<file path="config.mk">
export PLATFORM = sky130hd
export DESIGN_NAME = universal_shift_register
export DESIGN_NICKNAME = d
export VERILOG_FILES = /design/src/rtl/universal_shift_register.sv
export SDC_FILE = /design/constraint.sdc
export NUM_CORES = 1
export LEC_CHECK = 0
export BUFFER_PORTS_ARGS = -buffer_cell sky130_fd_sc_hd__buf_4
export CAP_MARGIN = 20
export CELL_PAD_IN_SITES_DETAIL_PLACEMENT = 0
export CELL_PAD_IN_SITES_GLOBAL_PLACEMENT = 1
export CORE_MARGIN = 3
export CORE_UTILIZATION = 40
export DETAILED_ROUTE_END_ITERATION = 16
export PLACE_DENSITY = 0.85
export SYNTH_ARGS = -nofsm -noshare
export SYNTH_HDL_FRONTEND = slang
export SYNTH_SLANG_ARGS = --single-unit
</file>
<file path="constraint.sdc">
create_clock -name clk -period 1.6 [get_ports clk]
set_input_delay 0.32 -clock clk [delete_from_list [all_inputs] [get_ports clk]]
set_output_delay 0.32 -clock clk [all_outputs]
set_load 0.01 [all_outputs]
</file>
<file path="src/rtl/universal_shift_register.sv">
// universal_shift_register
//   WIDTH-bit shift/rotate/load register with a burst engine. A burst repeats
//   one latched operation COUNT times. It uses a start/busy/done handshake, so
//   no per-cycle control is needed while it runs.
//
// Ports
//   clk    : rising-edge clock
//   rst    : asynchronous active-high reset
//   en     : single-step enable, ignored while busy
//   mode   : operation select (hold/shl/shr/rol/ror/asr/load/clr)
//   sin    : serial input bit for the shift modes
//   pdata  : parallel load data
//   start  : burst request, sampled only when idle
//   count  : burst length (number of operations)
//   q      : register contents (registered)
//   sout   : next bit to leave the register (combinational)
//   busy   : high while a burst is running (registered)
//   done   : one-cycle pulse at burst completion (registered)
module universal_shift_register #(
  parameter int unsigned WIDTH = 8,
  parameter int unsigned CNT_W = 4
) (
  input  logic             clk,
  input  logic             rst,
  input  logic             en,
  input  logic [2:0]       mode,
  input  logic             sin,
  input  logic [WIDTH-1:0] pdata,
  input  logic             start,
  input  logic [CNT_W-1:0] count,
  output logic [WIDTH-1:0] q,
  output logic             sout,
  output logic             busy,
  output logic             done
);

  // Operation encoding
  localparam logic [2:0] MODE_HOLD = 3'b000;
  localparam logic [2:0] MODE_SHL  = 3'b001;
  localparam logic [2:0] MODE_SHR  = 3'b010;
  localparam logic [2:0] MODE_ROL  = 3'b011;
  localparam logic [2:0] MODE_ROR  = 3'b100;
  localparam logic [2:0] MODE_ASR  = 3'b101;
  localparam logic [2:0] MODE_LOAD = 3'b110;
  localparam logic [2:0] MODE_CLR  = 3'b111;

  // Burst engine states
  localparam logic [0:0] ST_IDLE = 1'b0;
  localparam logic [0:0] ST_RUN  = 1'b1;

  logic [0:0]       state,    state_d;
  logic [2:0]       mode_q,   mode_d;
  logic [CNT_W-1:0] remaining, remaining_d;
  logic [WIDTH-1:0] q_d;
  logic             busy_d;
  logic             done_d;
  logic [2:0]       sout_mode;

  // One application of an operation to the current register value
  function automatic logic [WIDTH-1:0] apply_op(
    input logic [2:0]       op,
    input logic [WIDTH-1:0] cur,
    input logic             s,
    input logic [WIDTH-1:0] ld
  );
    logic [WIDTH-1:0] r;
    r = cur;
    case (op)
      MODE_HOLD: r = cur;
      MODE_SHL:  r = {cur[WIDTH-2:0], s};
      MODE_SHR:  r = {s, cur[WIDTH-1:1]};
      MODE_ROL:  r = {cur[WIDTH-2:0], cur[WIDTH-1]};
      MODE_ROR:  r = {cur[0], cur[WIDTH-1:1]};
      MODE_ASR:  r = {cur[WIDTH-1], cur[WIDTH-1:1]};
      MODE_LOAD: r = ld;
      MODE_CLR:  r = '0;
      default:   r = cur;
    endcase
    return r;
  endfunction

  // Hold, load and clear give the same result when repeated, so a burst of
  // any of them runs as a single operation.
  function automatic logic is_idempotent(input logic [2:0] op);
    return (op == MODE_HOLD) || (op == MODE_LOAD) || (op == MODE_CLR);
  endfunction

  // State and datapath registers
  always_ff @(posedge clk or posedge rst) begin
    if (rst) begin
      state     <= ST_IDLE;
      mode_q    <= MODE_HOLD;
      remaining <= '0;
      q         <= '0;
      busy      <= 1'b0;
      done      <= 1'b0;
    end else begin
      state     <= state_d;
      mode_q    <= mode_d;
      remaining <= remaining_d;
      q         <= q_d;
      busy      <= busy_d;
      done      <= done_d;
    end
  end

  // Next-state and datapath logic
  always_comb begin
    state_d     = state;
    mode_d      = mode_q;
    remaining_d = remaining;
    q_d         = q;
    busy_d      = busy;
    done_d      = 1'b0;

    case (state)
      ST_IDLE: begin
        if (start) begin
          // A start request takes priority over a single-step enable
          if (count != '0) begin
            mode_d      = mode;
            remaining_d = is_idempotent(mode) ? CNT_W'(1) : count;
            busy_d      = 1'b1;
            state_d     = ST_RUN;
          end else begin
            done_d = 1'b1;
          end
        end else if (en) begin
          q_d = apply_op(mode, q, sin, pdata);
        end
      end

      ST_RUN: begin
        // sin and pdata stay live during a burst; only the mode is latched
        q_d         = apply_op(mode_q, q, sin, pdata);
        remaining_d = remaining - CNT_W'(1);
        if (remaining == CNT_W'(1)) begin
          busy_d  = 1'b0;
          done_d  = 1'b1;
          state_d = ST_IDLE;
        end
      end

      default: begin
        state_d = ST_IDLE;
        busy_d  = 1'b0;
      end
    endcase
  end

  // Bit that the selected operation pushes out next
  always_comb begin
    sout_mode = (state == ST_RUN) ? mode_q : mode;
    case (sout_mode)
      MODE_SHL, MODE_ROL:           sout = q[WIDTH-1];
      MODE_SHR, MODE_ROR, MODE_ASR: sout = q[0];
      default:                      sout = 1'b0;
    endcase
  end

endmodule

</file>
=== After elaboration in Yosys (flattened, before gate mapping) ===
Cells that the tools add are included.

* Flip-flop bits (word level): 18
* Latch bits: 0
* Memory bits (writable): 0
* Memory bits (read-only): 0
* Output and inout port bits: 11
* Logic and storage cells: 73
* Memories: 0

* Add/sub/neg operators: 1
* Multiply operators: 0
* Div/mod/pow operators: 0
* Magnitude comparators: 0
* Eq/ne operators: 29
* Shift operators: 0
* Muxes and demuxes: 23
* Bitwise gates (word level): 1
* Reductions and logical operators: 12

{| class="wikitable"
|+ Operators by type and width
! kind !! count
|-
| case mux 8 bit (7 select lines) || 2
|-
| equality test 3 bit, second input constant || 10
|-
| equality test 3 x 2 -> 1 bit, second input constant || 6
|-
| two-way mux 8 bit || 2
|-
| != test 2 bit, second input constant || 8
|-
| case mux 8 bit (2 select lines) || 1
|-
| two-way mux 4 bit || 3
|-
| equality test 3 x 1 -> 1 bit, second input constant || 3
|-
| two-way mux 1 bit || 9
|-
| case mux 1 bit (2 select lines) || 4
|-
| case mux 4 bit (2 select lines) || 1
|-
| logical NOT 3 bit || 2
|-
| AND reduction 3 bit || 2
|-
| AND reduction 6 bit || 1
|-
| equality test 4 x 1 -> 1 bit, second input constant || 1
|-
| AND reduction 4 bit || 1
|-
| nonzero test 4 bit || 1
|-
| subtractor 4 x 1 -> 4 bit, second input constant || 1
|-
| two-way mux 3 bit || 1
|-
| OR reduction 3 bit || 1
|-
| logical OR 1 bit || 2
|-
| != test 2 x 1 -> 1 bit, second input constant || 1
|-
| AND reduction 2 bit || 1
|-
| OR reduction 2 bit || 1
|-
| NOT 1 bit || 1
|}

=== Depth between registers and ports, before layout ===
Gate-level depths: netlist of the first run.

* Word-level depth: 7
* Depth in mapped cells: 6
* Gate-level depth less buffers: 4

=== Least setup slack after synthesis of the first run ===
Ideal clock, no wire load.

* Path kind: reg-to-output
* From: reg mode_q[0]
* To: out sout
* Arrival: 1.227 ns
* Data required time: 1.280 ns
* Path slack: 0.053 ns
* Cell stages (with the launch flop): 5
* Path buffers: 1
* Cells stage by stage: dfrtp_1 > buf_2 > nand2b_1 > o211ai_1 > a32o_1

* Word-level cells in the longest chain between the ends: 4
* Elaborated cells between the ends (all ways): 9
* Those cells by class: eq/ne: 5; mux: 2; reduce/logical: 2

{| class="wikitable"
|+ Ends and longest elaborated chain
! element !! RTL line !! source
|-
| start, declared || 52 || <nowiki>logic [2:0] mode_q, mode_d;</nowiki>
|-
| start signal, assigned || 99 || <nowiki>mode_q <= mode_d;</nowiki>
|-
| two-way mux 3 bit (*) || 153 || <nowiki>sout_mode = (state == ST_RUN) ? mode_q : mode;</nowiki>
|-
| equality test 3 x 2 -> 1 bit, or another cell as far along || 154 || <nowiki>case (sout_mode)</nowiki>
|-
| OR reduction 3 bit / OR reduction 2 bit (equally long branches) || 154 ||
|-
| case mux 1 bit (2 select lines) (*) || 154 ||
|-
| end, declared || 32 || <nowiki>output logic sout,</nowiki>
|}

Every way passes the cells marked *; elsewhere a longest branch is shown, timed or not.

=== Final worst setup path of the first run ===
Same ends and word-level chain as after synthesis.

==> summary.txt, run 1 <==
Die
  – Die Ht: ~66 um
  – Area of the core: approximately 0.0034 mm^2
  – Die ar.: between 0.004 and 0.005 mm^2
  – X dimension of the die: between 60 and 70 um
  – Boundary pin count: 31
  – Std cell rows: 21
  – Initial standard-cell utilization of the core: 0.4234

STA
  – Final setup slack of the worst path: -263.7 ps
  – Final hold violations: 0
  – Hold slack: 37.90 ps
  – Worst Clk Skew: ~1.8 ps
  – Maximum clock frequency: roughly 540 MHz
  – Part of the cycle the worst path needs: 1.165
  – Actual transition at the worst max-transition pin: between 500 and 600 ps
  – Shortest period the worst path allows: between 1500 and 2000 ps
  – RSZ-0062 raised after global routing: true
  – Final setup viols: 2
  – Worst max-slew margin expressed relative to the limit: 0.6339
  – Final max-slew violation count: 0

Finish
  – Synth-to-Final Area Change: 35.47%
  – Most common cell after layout, fill and taps aside: sky130_fd_sc_hd__buf_4
  – Post-layout util: 0.5736
  – Number of antenna diodes: 0
  – Final nets: around 240
  – Most frequent cells in the layout: sky130_fd_sc_hd__buf_4 (63), sky130_fd_sc_hd__dfrtp_1 (16), sky130_fd_sc_hd__o21ai_0 (15), sky130_fd_sc_hd__nand2_1 (12), sky130_fd_sc_hd__a221oi_1 (10)
  – Layout cells sized above 1: 0.3807

Pwr
  – Leakage: approximately 0.85 nW
  – Maximum vdd ir drop: a little over 0.001 V
  – PD cells: ~2000 mW/mm^2

Critical path
  – Critical path fanouts, max: 4
  – Ordered cell list for the critical path: nand2b_4 > o211ai_1 > a32o_1 > buf_4
  – Required time at the worst-slack endpoint: ~1300 ps
  – Signal arrival time at the worst endpoint: ~1500 ps
  – Internal reg-to-reg setup slack: -20 ps
  – Critical path capture point type: output port
  – Worst Setup Path Type: reg2out
  – CP Launch Type: flop
  – Stage delay of the slowest cell on the critical path: about 430 ps
  – Slowest cell on the critical path: sky130_fd_sc_hd__dfrtp_1

CTS
  – Number of clock sinks seen by CTS: 18
  – Insertion delay of the later-clocked pin in the worst-skew pair: 290 ps
  – Number of buffers created by CTS: 3
  – Largest buffer count on any clock path: 2
  – Post-CTS clock slew at the launch and capture registers of the worst setup and hold paths: 100 ps
  – CTS HTree Levels: 1
  – CTS tree: done
  – Cell at the root of the clock tree: sky130_fd_sc_hd__clkbuf_4

Synthesis
  – Portion of synthesized cell area occupied by the leading cell type: 0.3114
  – Proportion of synthesized chip area in sequential cells: 0.3114
  – Number of unique standard cell types used by synthesis: 52
  – EDFF count, synth: 0
  – Avg Cell Area, Syn: around 8.8 um^2
  – Total number of yosys warnings: 0
  – Share of flip-flops with an asynchronous set or reset: 1.000
  – Number of standard cells after synthesis: approximately 160
  – Commonest register cell after synthesis: sky130_fd_sc_hd__dfrtp_1
  – Cell types with the largest area share after synthesis: sky130_fd_sc_hd__dfrtp_1 (31%), sky130_fd_sc_hd__a221oi_1 (6.1%), sky130_fd_sc_hd__o21ai_0 (5.5%)
  – Syn nets: between 150 and 200
  – Area leader, netlist: sky130_fd_sc_hd__dfrtp_1
  – FF+latch count, synth: 18
  – Netlist area before placement: roughly 0.0014 mm^2

Place
  – DP HPWL: about 3400 um
  – Gp weighted congestion: 0.8808
  – Post-Place Setup Slack: -80.32 ps
  – # port buffers: 30

Route
  – Average detailed-routed wire length per instance: 17.07 um
  – Antenna Violating Nets Remaining: 0
  – Violation count after the first detailed-route iteration: 164
  – Pre-antenna DRT Iters: 4
  – Final WL: ~4500 um
  – Via-per-instance ratio: 6.030
  – Routed vias: between 1,500 and 2,000
  – Residual DRC count: 0

Global routing
  – Via count of the first global-routing pass: around 1,500
  – Global-route wire length before repair: about 7300 um
  – Number of antenna violations at the first check in global routing: 0
  – Tot GR Track Use: 0.2159
  – Global route overflow: 0
  – Largest net degree at the start of global routing: 19

Worst hold path
  – Hold crit path type: in2async

Run status
  – Violated checks: setup timing
  – Outcome: finished with violations

Run
  – Total of max-cap violations: 0
==> cell families after synthesis <==
logic type,synth area share
flip-flops,0.3114
XOR/XNOR,0.01211
multiplexers,0.04412
buffers and inverters,0.06315
AND/OR/NAND/NOR,0.2007
AO/OA/AOI/OAI,0.3512
adder cells (fa/ha/maj),0.01730
==> flip-flops by register name (all words and copies together), names as in the netlist <==
register / cells
state: 1
q: 8
remaining: 4
done: 1
mode_q: 3
busy: 1
==> what timing repair did <==
item | in CTS | in global routing
buffers inserted | 1 | 4
endpoints found under the setup margin | 2 | 5
hold endpoints to repair | 0 | 0
pin swaps | 2 | 2
hold buffers | 0 | 0
gates resized for setup | 3 | 5
==> power breakdown <==
part / total, W / internal (W) / switching (W) / leakage, nW
logic: 0.00271 / 0.00137 / 0.00133 / 0.622
registers: 0.00102 / 0.000703 / 0.000316 / 0.215
clock network: 0.000224 / 0.0000876 / 0.000136 / 0.0138
total: 0.00395 / 0.00216 / 0.00179 / 0.851
==> per-layer routing <==
metal / GRT usage / part of all wire / vias up
met4: 0.06853 / 0.023 / 0
met5: 0 / 0 / -
li1: - / - / 749
met3: 0.04422 / 0.060 / 12
met2: 0.3631 / 0.50 / 71
met1: 0.2744 / 0.42 / 760
==> worst max-delay path: cells and delay by family (launching register included) <==
kind / cells / cell delay, ps
AO/OA/AOI/OAI: 2 / 540
flip-flops: 1 / 430
AND/OR/NAND/NOR: 1 / 160
buffers and inverters: 1 / 120
==> synthesized netlist by cell type, types with 3 or more instances <==
cell,n
sky130_fd_sc_hd__a21oi_1,6
sky130_fd_sc_hd__a221oi_1,10
sky130_fd_sc_hd__buf_2,7
sky130_fd_sc_hd__clkbuf_1,3
sky130_fd_sc_hd__dfrtp_1,18
sky130_fd_sc_hd__inv_1,7
sky130_fd_sc_hd__mux2_1,3
sky130_fd_sc_hd__mux2i_1,3
sky130_fd_sc_hd__nand2_1,12
sky130_fd_sc_hd__nand2b_1,6
sky130_fd_sc_hd__nand3_1,4
sky130_fd_sc_hd__nand4b_1,4
sky130_fd_sc_hd__nor2_1,7
sky130_fd_sc_hd__nor3_1,3
sky130_fd_sc_hd__o211ai_1,4
sky130_fd_sc_hd__o21ai_0,16
sky130_fd_sc_hd__o21ai_1,6
sky130_fd_sc_hd__o31ai_2,4
==> stage by stage <==
step | power (W) | instances | cell area (um^2) | TNS (ps)
after floorplan | 0.002539 | 164 | 1446 | 0
after global placement | 0.003429 | 256 | 1874 | -2.865
after detailed placement | 0.003516 | 256 | 1874 | -274.0
after CTS | 0.003781 | 260 | 1913 | -208.8
after global routing | 0.004263 | 264 | 1959 | -662.6
final | 0.003949 | 264 | 1959 | -285.6
==> path summary, 6_finish.rpt <==
path                                       startpoint                        to  cells past startpoint
min in group clk                             count[3]  remaining[3]$_DFFE_PP0P_                      3
worst max register to register  mode_q[0]$_DFFE_PP0P_          q[6]$_DFFE_PP0P_                      6
worst min register to register       busy$_DFFE_PP0P_          busy$_DFFE_PP0P_                      1
worst max-delay path            mode_q[0]$_DFFE_PP0P_                      sout                      4
max in group asynchronous                         rst     mode_q[1]$_DFFE_PP0P_                      3
worst min-delay path                              rst            done$_DFF_PP0_                      3
==> final cells by class <==
type                            count  area (um^2)
Fill cell                         317         1456
Multi-Input combinational cell    127        927.1
Timing Repair Buffer               63        473.0
Sequential cell                    18        452.9
Tap cell                           46        57.56
Inverter                            7        26.28
Clock buffer                        3        22.52
Note: power is estimated with default switching activity, not from simulation.
==> run 2, diff against run 1 <==
==> constraint.sdc (replaced) <==
create_clock -name clk -period 1.6 [get_ports clk]
set_input_delay 0.16 -clock clk [delete_from_list [all_inputs] [get_ports clk]]
set_output_delay 0.16 -clock clk [all_outputs]
set_load 0.01 [all_outputs]
==> run 2 against run 1 <==
Compared with the run above: the flow finishes with violations (hold timing, setup timing); sequential power about the same; global-route usage decreased by 1.1 points; final cell count fell by 1.1%; maximum frequency is 15% higher; worst setup slack gained 250 ps; largest power group unchanged.
==> summary.txt, run 2 (synthesized netlist as in run 1, its figures left out) <==
Pwr
  – PnR Total Power: 0.003985 W (+0.90%)
  – Clk network pwr share: 0.060 (+0.003)
  – PD cells: 2048 mW/mm^2 (+1.6%)
  – Net Switching: 0.001778 W (-0.46%)
  – Part of the total power dissipated in sequential elements: 0.253 (-0.005)
  – Cell-internal power: 0.002207 W (+2.0%)
  – Leakage: 0.8388 nW (-1.4%)
  – Logic pwr share: 0.687 (about the same)
  – Maximum vdd ir drop: 0.0009852 V (-2.3%)
  – Switching share of power: 0.4462 (-0.006133)

STA
  – Worst max-slew margin expressed relative to the limit: 0.5026 (-0.1313)
  – Shortest period the worst path allows: 1616 ps (-247.7 ps)
  – Actual transition at the worst max-transition pin: 745.2 ps (+209.9 ps)
  – Part of the cycle the worst path needs: 1.010 (-0.1548)
  – RSZ-0062 raised after global routing: true
  – Maximum clock frequency: 618.8 MHz (+15%)
  – Final hold violations: 18 (+18)
  – Final setup viols: 1 (-1)
  – Final max-slew violation count: 0 (unchanged)
  – Hold slack: -33.04 ps (-70.94 ps)
  – Final setup slack of the worst path: -15.98 ps (+247.7 ps)
  – Worst Clk Skew: 19.38 ps (+17.59 ps)

Finish
  – Most common cell after layout, fill and taps aside: sky130_fd_sc_hd__buf_4
  – Multi-input gate area in the final layout: 919.6 um^2 (-0.81%)
  – Footprint of the flip-flops and latches: 452.9 um^2 (unchanged)
  – Synth-to-Final Area Change: 34.52%
  – Number of flip-flops in the largest register: 8 (unchanged)
  – Most frequent cells in the layout: sky130_fd_sc_hd__buf_4 (58), sky130_fd_sc_hd__dfrtp_1 (16), sky130_fd_sc_hd__o21ai_0 (15), sky130_fd_sc_hd__nand2_1 (12), sky130_fd_sc_hd__a221oi_1 (10)
  – Cell area after layout: 0.001946 mm^2 (-0.70%)
  – Largest regs: q (8), remaining (4), mode_q (3)
  – Biggest register: q
  – Number of antenna diodes: 0 (unchanged)
  – Layout cells sized above 1: 0.3721 (-0.008641)
  – Count of fill cells added during filler insertion: 307 (-3.2%)
  – Final nets: 239 (-1.2%)
  – Non-filler cells, final: 261 (-1.1%)

Place
  – # placed instances: 244 (-4.7%)
  – Area post-placement: 0.001797 mm^2 (-4.1%)
  – Gp weighted congestion: 0.8982 (+2.0%)
  – Post-Place Setup Slack: 73.16 ps (+153.5 ps)
  – DP HPWL: 3117 um (-9.6%)
  – # port buffers: 30 (unchanged)

Critical path
  – CP Buf/Inv Count: 3 (+2)
  – End of the worst register-to-register path: busy$_DFFE_PP0P_
  – Internal reg-to-reg setup slack: 60 ps (+80 ps)
  – Gate family responsible for the most delay along the worst path: flip-flops
  – Critical path capture point type: output port
  – Worst Setup Path Type: reg2out
  – CP Launch Type: flop
  – Signal arrival time at the worst endpoint: 1460 ps (-80 ps)
  – Required time at the worst-slack endpoint: 1440 ps (+160 ps)
  – Startpoint of the worst-slack reg-to-reg timing path: state$_DFF_PP0_
  – Slowest cell on the critical path: sky130_fd_sc_hd__dfrtp_1
  – Number of cells traversed by the worst register-to-register path: 4 (-2)
  – Stage delay of the slowest cell on the critical path: 450 ps (+20 ps)
  – Critical path fanouts, max: 3 (-1)
  – Ordered cell list for the critical path: inv_2 > buf_6 > o211ai_1 > a32o_1 > buf_4

Run status
  – Violated checks: hold timing, setup timing
  – Outcome: finished with violations

Die
  – Area of the core: 0.003416 mm^2 (unchanged)
  – Die Ht: 66.13 um (unchanged)
  – Initial standard-cell utilization of the core: 0.4234 (unchanged)
  – Boundary pin count: 31 (unchanged)
  – Die ar.: 0.004373 mm^2 (unchanged)
  – X dimension of the die: 66.13 um (unchanged)
  – Std cell rows: 21 (unchanged)

Route
  – Antenna Violating Nets Remaining: 0 (unchanged)
  – Via-per-instance ratio: 5.985 (-0.76%)
  – Average detailed-routed wire length per instance: 16.76 um (-1.8%)
  – Pre-antenna DRT Iters: 4 (unchanged)
  – Routed vias: 1,562 (-1.9%)
  – Residual DRC count: 0 (unchanged)
  – Violation count after the first detailed-route iteration: 140 (-15%)
  – Final WL: 4374 um (-3.0%)

CTS
  – CTS tree: done
  – Cell at the root of the clock tree: sky130_fd_sc_hd__clkbuf_4
  – Largest buffer count on any clock path: 2 (unchanged)
  – Post-CTS clock slew at the launch and capture registers of the worst setup and hold paths: 120 ps (+20 ps)
  – Insertion delay of the later-clocked pin in the worst-skew pair: 310 ps (+20 ps)
  – Hold buffer count at cts: 0 (unchanged)
  – CTS HTree Levels: 1 (unchanged)
  – Number of clock sinks seen by CTS: 18 (unchanged)
  – Number of buffers created by CTS: 3 (unchanged)

Worst hold path
  – Hold crit path type: in2async

Run
  – Total of max-cap violations: 0 (unchanged)

Global routing
  – Global-route wire length before repair: 7031 um (-3.8%)
  – Number of antenna violations at the first check in global routing: 0 (unchanged)
  – Via count of the first global-routing pass: 1,533 (+0.46%)
  – Tot GR Track Use: 0.2051 (-0.01074)
  – Global route overflow: 0 (unchanged)
  – Largest net degree at the start of global routing: 19 (unchanged)
## run 2: cell count changes in the layout (fill, tap and decap cells not counted)
cell and delta:
sky130_fd_sc_hd__buf_4 -5, sky130_fd_sc_hd__a211oi_1 +1, sky130_fd_sc_hd__o32ai_2 -1, sky130_fd_sc_hd__nor2_2 +2
sky130_fd_sc_hd__buf_12 +1, sky130_fd_sc_hd__buf_6 +1, sky130_fd_sc_hd__a211oi_2 -1, sky130_fd_sc_hd__nor2_1 -2
sky130_fd_sc_hd__o32ai_1 +1
## run 2: worst max-delay path by stage
stage                  endpoint                  start  cells after the start  slack, ps
2_1_floorplan  q[5]$_DFFE_PP0P_  mode_q[0]$_DFFE_PP0P_                      5        200
3_3_place_gp   q[1]$_DFFE_PP0P_        state$_DFF_PP0_                      5         90
3_5_place_dp   q[2]$_DFFE_PP0P_        state$_DFF_PP0_                      5         70
4_1_cts                    sout  mode_q[0]$_DFFE_PP0P_                      4        -10
5_1_grt                    sout        state$_DFF_PP0_                      5        -90
6_report                   sout        state$_DFF_PP0_                      5        -20
## run 2: routing by layer
layer | wire, um | GRT usage
met1 | 1958 | 0.2616
met2 | 2183 | 0.3519
met3 | 203 | 0.03741
met4 | 30 | 0.05584
met5 | 0 | 0
## run 2: final cells by class
cell class                 count  area share
multi-input combinational    127      0.4727
timing repair buffer          60      0.2399
sequential                    18      0.2328
tap                           46     0.02958
inverter                       7     0.01350
clock buffer                   3     0.01158
## run 2: power groups by stage
| stage | logic [W] | registers (W) | clock network [W] |
|---|---|---|---|
| after global placement | 0.00224 | 0.00105 | 0 |
| after detailed placement | 0.00229 | 0.00106 | 0 |
| final | 0.00274 | 0.00101 | 0.000239 |
| after CTS | 0.00261 | 0.000995 | 0.000242 |
| after floorplan | 0.00157 | 0.000965 | 0 |
| after global routing | 0.00297 | 0.00105 | 0.000256 |
## run 2: metrics by stage
step,hold WS [ps],TNS [ps],utilization
floorplan,98.57,0,-
global placement,318.0,0,0.5260
detailed placement,337.4,0,0.5260
CTS,1.724,-13.38,0.5630
global route,22.72,-102.9,0.5696
finish,-33.04,-15.98,0.5696
## run 2: what timing repair did
action / 4_1_cts / 5_1_grt
pin swaps: 2 / 3
cloned: 0 / 0
endpoints found under the setup margin: 1 / 12
buffers inserted: 13 / 2
gates resized for setup: 7 / 3
==> run 3, diff against run 2 <==
--- a/config.mk
+++ b/config.mk
@@ -10,9 +10,11 @@
 export CELL_PAD_IN_SITES_DETAIL_PLACEMENT = 0
 export CELL_PAD_IN_SITES_GLOBAL_PLACEMENT = 1
 export CORE_MARGIN = 3
-export CORE_UTILIZATION = 40
+export CORE_UTILIZATION = 42
+export CTS_BUF_LIST = sky130_fd_sc_hd__clkbuf_4
+export CTS_CLUSTER_SIZE = 40
 export DETAILED_ROUTE_END_ITERATION = 16
-export PLACE_DENSITY = 0.85
+export PLACE_DENSITY = 0.88
 export SYNTH_ARGS = -nofsm -noshare
 export SYNTH_HDL_FRONTEND = slang
 export SYNTH_SLANG_ARGS = --single-unit
==> run 3 against run 2 <==
Compared with the run above: the flow still finishes with violations (hold timing, setup timing); global-route usage grew 1.7 points; combinational power grew 13%; clock skew shrank 16 ps; final area grew 5.1%; power grew 9.5%; sequential cell count is the same; clock power shrank 7%; via count grew 3.8%; sequential share of layout area shrank 1.0 points; maximum frequency shrank 0.78%.
==> summary.txt, run 3 (synthesized netlist as in run 1, its figures left out) <==
Run status
  – Outcome: finished with violations
  – Violated checks: hold timing, setup timing

Critical path
  – CP Launch Type: flop
  – Ordered cell list for the critical path: nand2b_4 > o211ai_1 > a32o_2 > buf_6
  – Critical path fanouts, max: 4 (+1)
  – Worst Setup Path Type: reg2out
  – Stage delay of the slowest cell on the critical path: 440 ps (about the same)
  – Required time at the worst-slack endpoint: 1440 ps (about the same)
  – Critical path capture point type: output port
  – CP Buf/Inv Count: 1 (-2)
  – Gate family responsible for the most delay along the worst path: compound AO/OA/AOI/OAI gates
  – Number of cells traversed by the worst register-to-register path: 5 (+1)
  – Signal arrival time at the worst endpoint: 1470 ps (about the same)
  – Crit. path cell count: 4 (-1)
  – Slowest cell on the critical path: sky130_fd_sc_hd__dfrtp_2

STA
  – Actual transition at the worst max-transition pin: 716.6 ps (-28.66 ps)
  – RSZ-0062 raised after global routing: true
  – Worst max-slew margin expressed relative to the limit: 0.5218 (+0.01913)
  – Final setup viols: 1 (unchanged)
  – Worst Clk Skew: 3.540 ps (-15.84 ps)
  – Total negative slack: -28.63 ps (-12.65 ps)
  – Shortest period the worst path allows: 1629 ps (+12.65 ps)
  – Hold slack: -19.36 ps (+13.68 ps)
  – Final max-slew violation count: 0 (unchanged)
  – Part of the cycle the worst path needs: 1.018 (+0.007906)
  – Final hold violations: 18 (unchanged)
  – Maximum clock frequency: 614.0 MHz (-0.78%)
  – Final setup slack of the worst path: -28.63 ps (-12.65 ps)

Pwr
  – Leakage: 0.9008 nW (+7.4%)
  – PnR Total Power: 0.004365 W (+9.5%)
  – Maximum vdd ir drop: 0.0009679 V (-1.8%)
  – PD cells: 2134 mW/mm^2 (+4.2%)

Global routing
  – Global-route wire length before repair: 7307 um (+3.9%)
  – Largest net degree at the start of global routing: 19 (unchanged)
  – Global route overflow: 0 (unchanged)
  – Via count of the first global-routing pass: 1,525 (-0.52%)
  – Tot GR Track Use: 0.2217 (+0.01657)
  – Number of antenna violations at the first check in global routing: 0 (unchanged)

Place
  – Area post-placement: 0.001787 mm^2 (-0.56%)
  – DP HPWL: 3180 um (+2.0%)
  – Post-Place Setup Slack: 26.58 ps (-46.58 ps)
  – Gp weighted congestion: 0.8213 (-8.6%)
  – # port buffers: 30 (unchanged)

Finish
  – Final nets: 242 (+1.3%)
  – Number of flip-flops in the largest register: 8 (unchanged)
  – Largest regs: q (8), remaining (4), mode_q (3)
  – Cell area after layout: 0.002046 mm^2 (+5.1%)
  – Most frequent cells in the layout: sky130_fd_sc_hd__buf_4 (59), sky130_fd_sc_hd__o21ai_0 (15), sky130_fd_sc_hd__dfrtp_1 (14), sky130_fd_sc_hd__nand2_1 (12), sky130_fd_sc_hd__a221oi_1 (9)
  – Most common cell after layout, fill and taps aside: sky130_fd_sc_hd__buf_4
  – Synth-to-Final Area Change: 41.44%
  – Post-layout util: 0.6437 (+0.07410)
  – Number of antenna diodes: 0 (unchanged)
  – Layout cells sized above 1: 0.4174 (+0.04534)
  – Biggest register: q

Route
  – Antenna Violating Nets Remaining: 0 (unchanged)
  – Violation count after the first detailed-route iteration: 117 (-16%)
  – Final WL: 4569 um (+4.5%)
  – Pre-antenna DRT Iters: 4 (unchanged)
  – Average detailed-routed wire length per instance: 17.44 um (+4.1%)
  – Routed vias: 1,622 (+3.8%)
  – Residual DRC count: 0 (unchanged)
  – Via-per-instance ratio: 6.191 (+3.4%)

Die
  – Std cell rows: 20 (-4.8%)
  – Area of the core: 0.003178 mm^2 (-7.0%)
  – Die Ht: 64.69 um (-2.2%)
  – Die ar.: 0.004184 mm^2 (-4.3%)
  – Boundary pin count: 31 (unchanged)
  – X dimension of the die: 64.69 um (-2.2%)
  – Initial standard-cell utilization of the core: 0.4551 (+0.03167)

CTS
  – Largest buffer count on any clock path: 2 (unchanged)
  – Post-CTS clock slew at the launch and capture registers of the worst setup and hold paths: 100 ps (-20 ps)
  – CTS tree: done
  – Number of buffers created by CTS: 3 (unchanged)
  – Number of clock sinks seen by CTS: 18 (unchanged)
  – Cell at the root of the clock tree: sky130_fd_sc_hd__clkbuf_4
  – Insertion delay of the later-clocked pin in the worst-skew pair: 290 ps (-20 ps)
  – CTS HTree Levels: 1 (unchanged)
  – Hold buffer count at cts: 0 (unchanged)

Run
  – Total of max-cap violations: 0 (unchanged)

Worst hold path
  – Hold crit path type: in2async
-- run 3: cell count changes in the layout (fill, tap and decap cells not counted), sizes merged --
cell	previous run	this run
buf	60	62
bufbuf	0	1
-- run 3: area by class of cell --
cell class / count / area, um^2
fill: 287 / 1132
multi-input combinational: 127 / 964.7
inverter: 7 / 26.28
tap: 44 / 55.05
sequential: 18 / 455.4
clock buffer: 3 / 22.52
timing repair buffer: 63 / 521.8
-- run 3: report_power, final --
part / internal, W / switching [W] / leakage [nW]
registers: 0.000708 / 0.000336 / 0.213
clock network: 0.0000875 / 0.000136 / 0.0138
logic: 0.00168 / 0.00142 / 0.674
total: 0.00247 / 0.00189 / 0.901
-- run 3: worst paths after layout --
path	slack [ps]	start	to
worst max-delay path	-30	mode_q[0]$_DFFE_PP0P_	sout
worst min-delay path	-20	rst	done$_DFF_PP0_
worst max register to register	70	mode_q[1]$_DFFE_PP0P_	q[7]$_DFFE_PP0P_
max in group asynchronous	1130	rst	state$_DFF_PP0_
worst min register to register	490	busy$_DFFE_PP0P_	busy$_DFFE_PP0P_
min in group clk	160	count[3]	done$_DFF_PP0_
-- run 3: worst reg2reg max path, stage by stage, from the launching register on --
cell,delay (ps)
sky130_fd_sc_hd__dfrtp_2,470
sky130_fd_sc_hd__buf_4,170
sky130_fd_sc_hd__mux2i_1,130
sky130_fd_sc_hd__a211oi_2,240
sky130_fd_sc_hd__a211oi_1,80
sky130_fd_sc_hd__o41ai_2,330
-- run 3: layer usage --
layer  global-route usage  part of all wire  vias up
met1               0.2973              0.45      800
li1                     -                 -      752
met5                    0                 0        -
met2               0.3724              0.48       60
met4              0.04485             0.018        0
met3              0.04159             0.050       10
-- run 3: stage by stage --
| step | hold slack (ps) | std cells |
|---|---|---|
| 6_report | -19.36 | 262 |
| 5_1_grt | 29.59 | 262 |
| 4_1_cts | 1.446 | 262 |
| 3_5_place_dp | 327.4 | 241 |
| 3_3_place_gp | 318.7 | 241 |
| 2_1_floorplan | 98.57 | 164 |
-- run 3: timing repair --
item                                   CTS  global route
setup endpoints to repair                1             8
resized for setup                       10            12
setup buffers                           17             2
pin swaps                                2             5
endpoints found under the hold margin    0             0
cloned                                   1             0
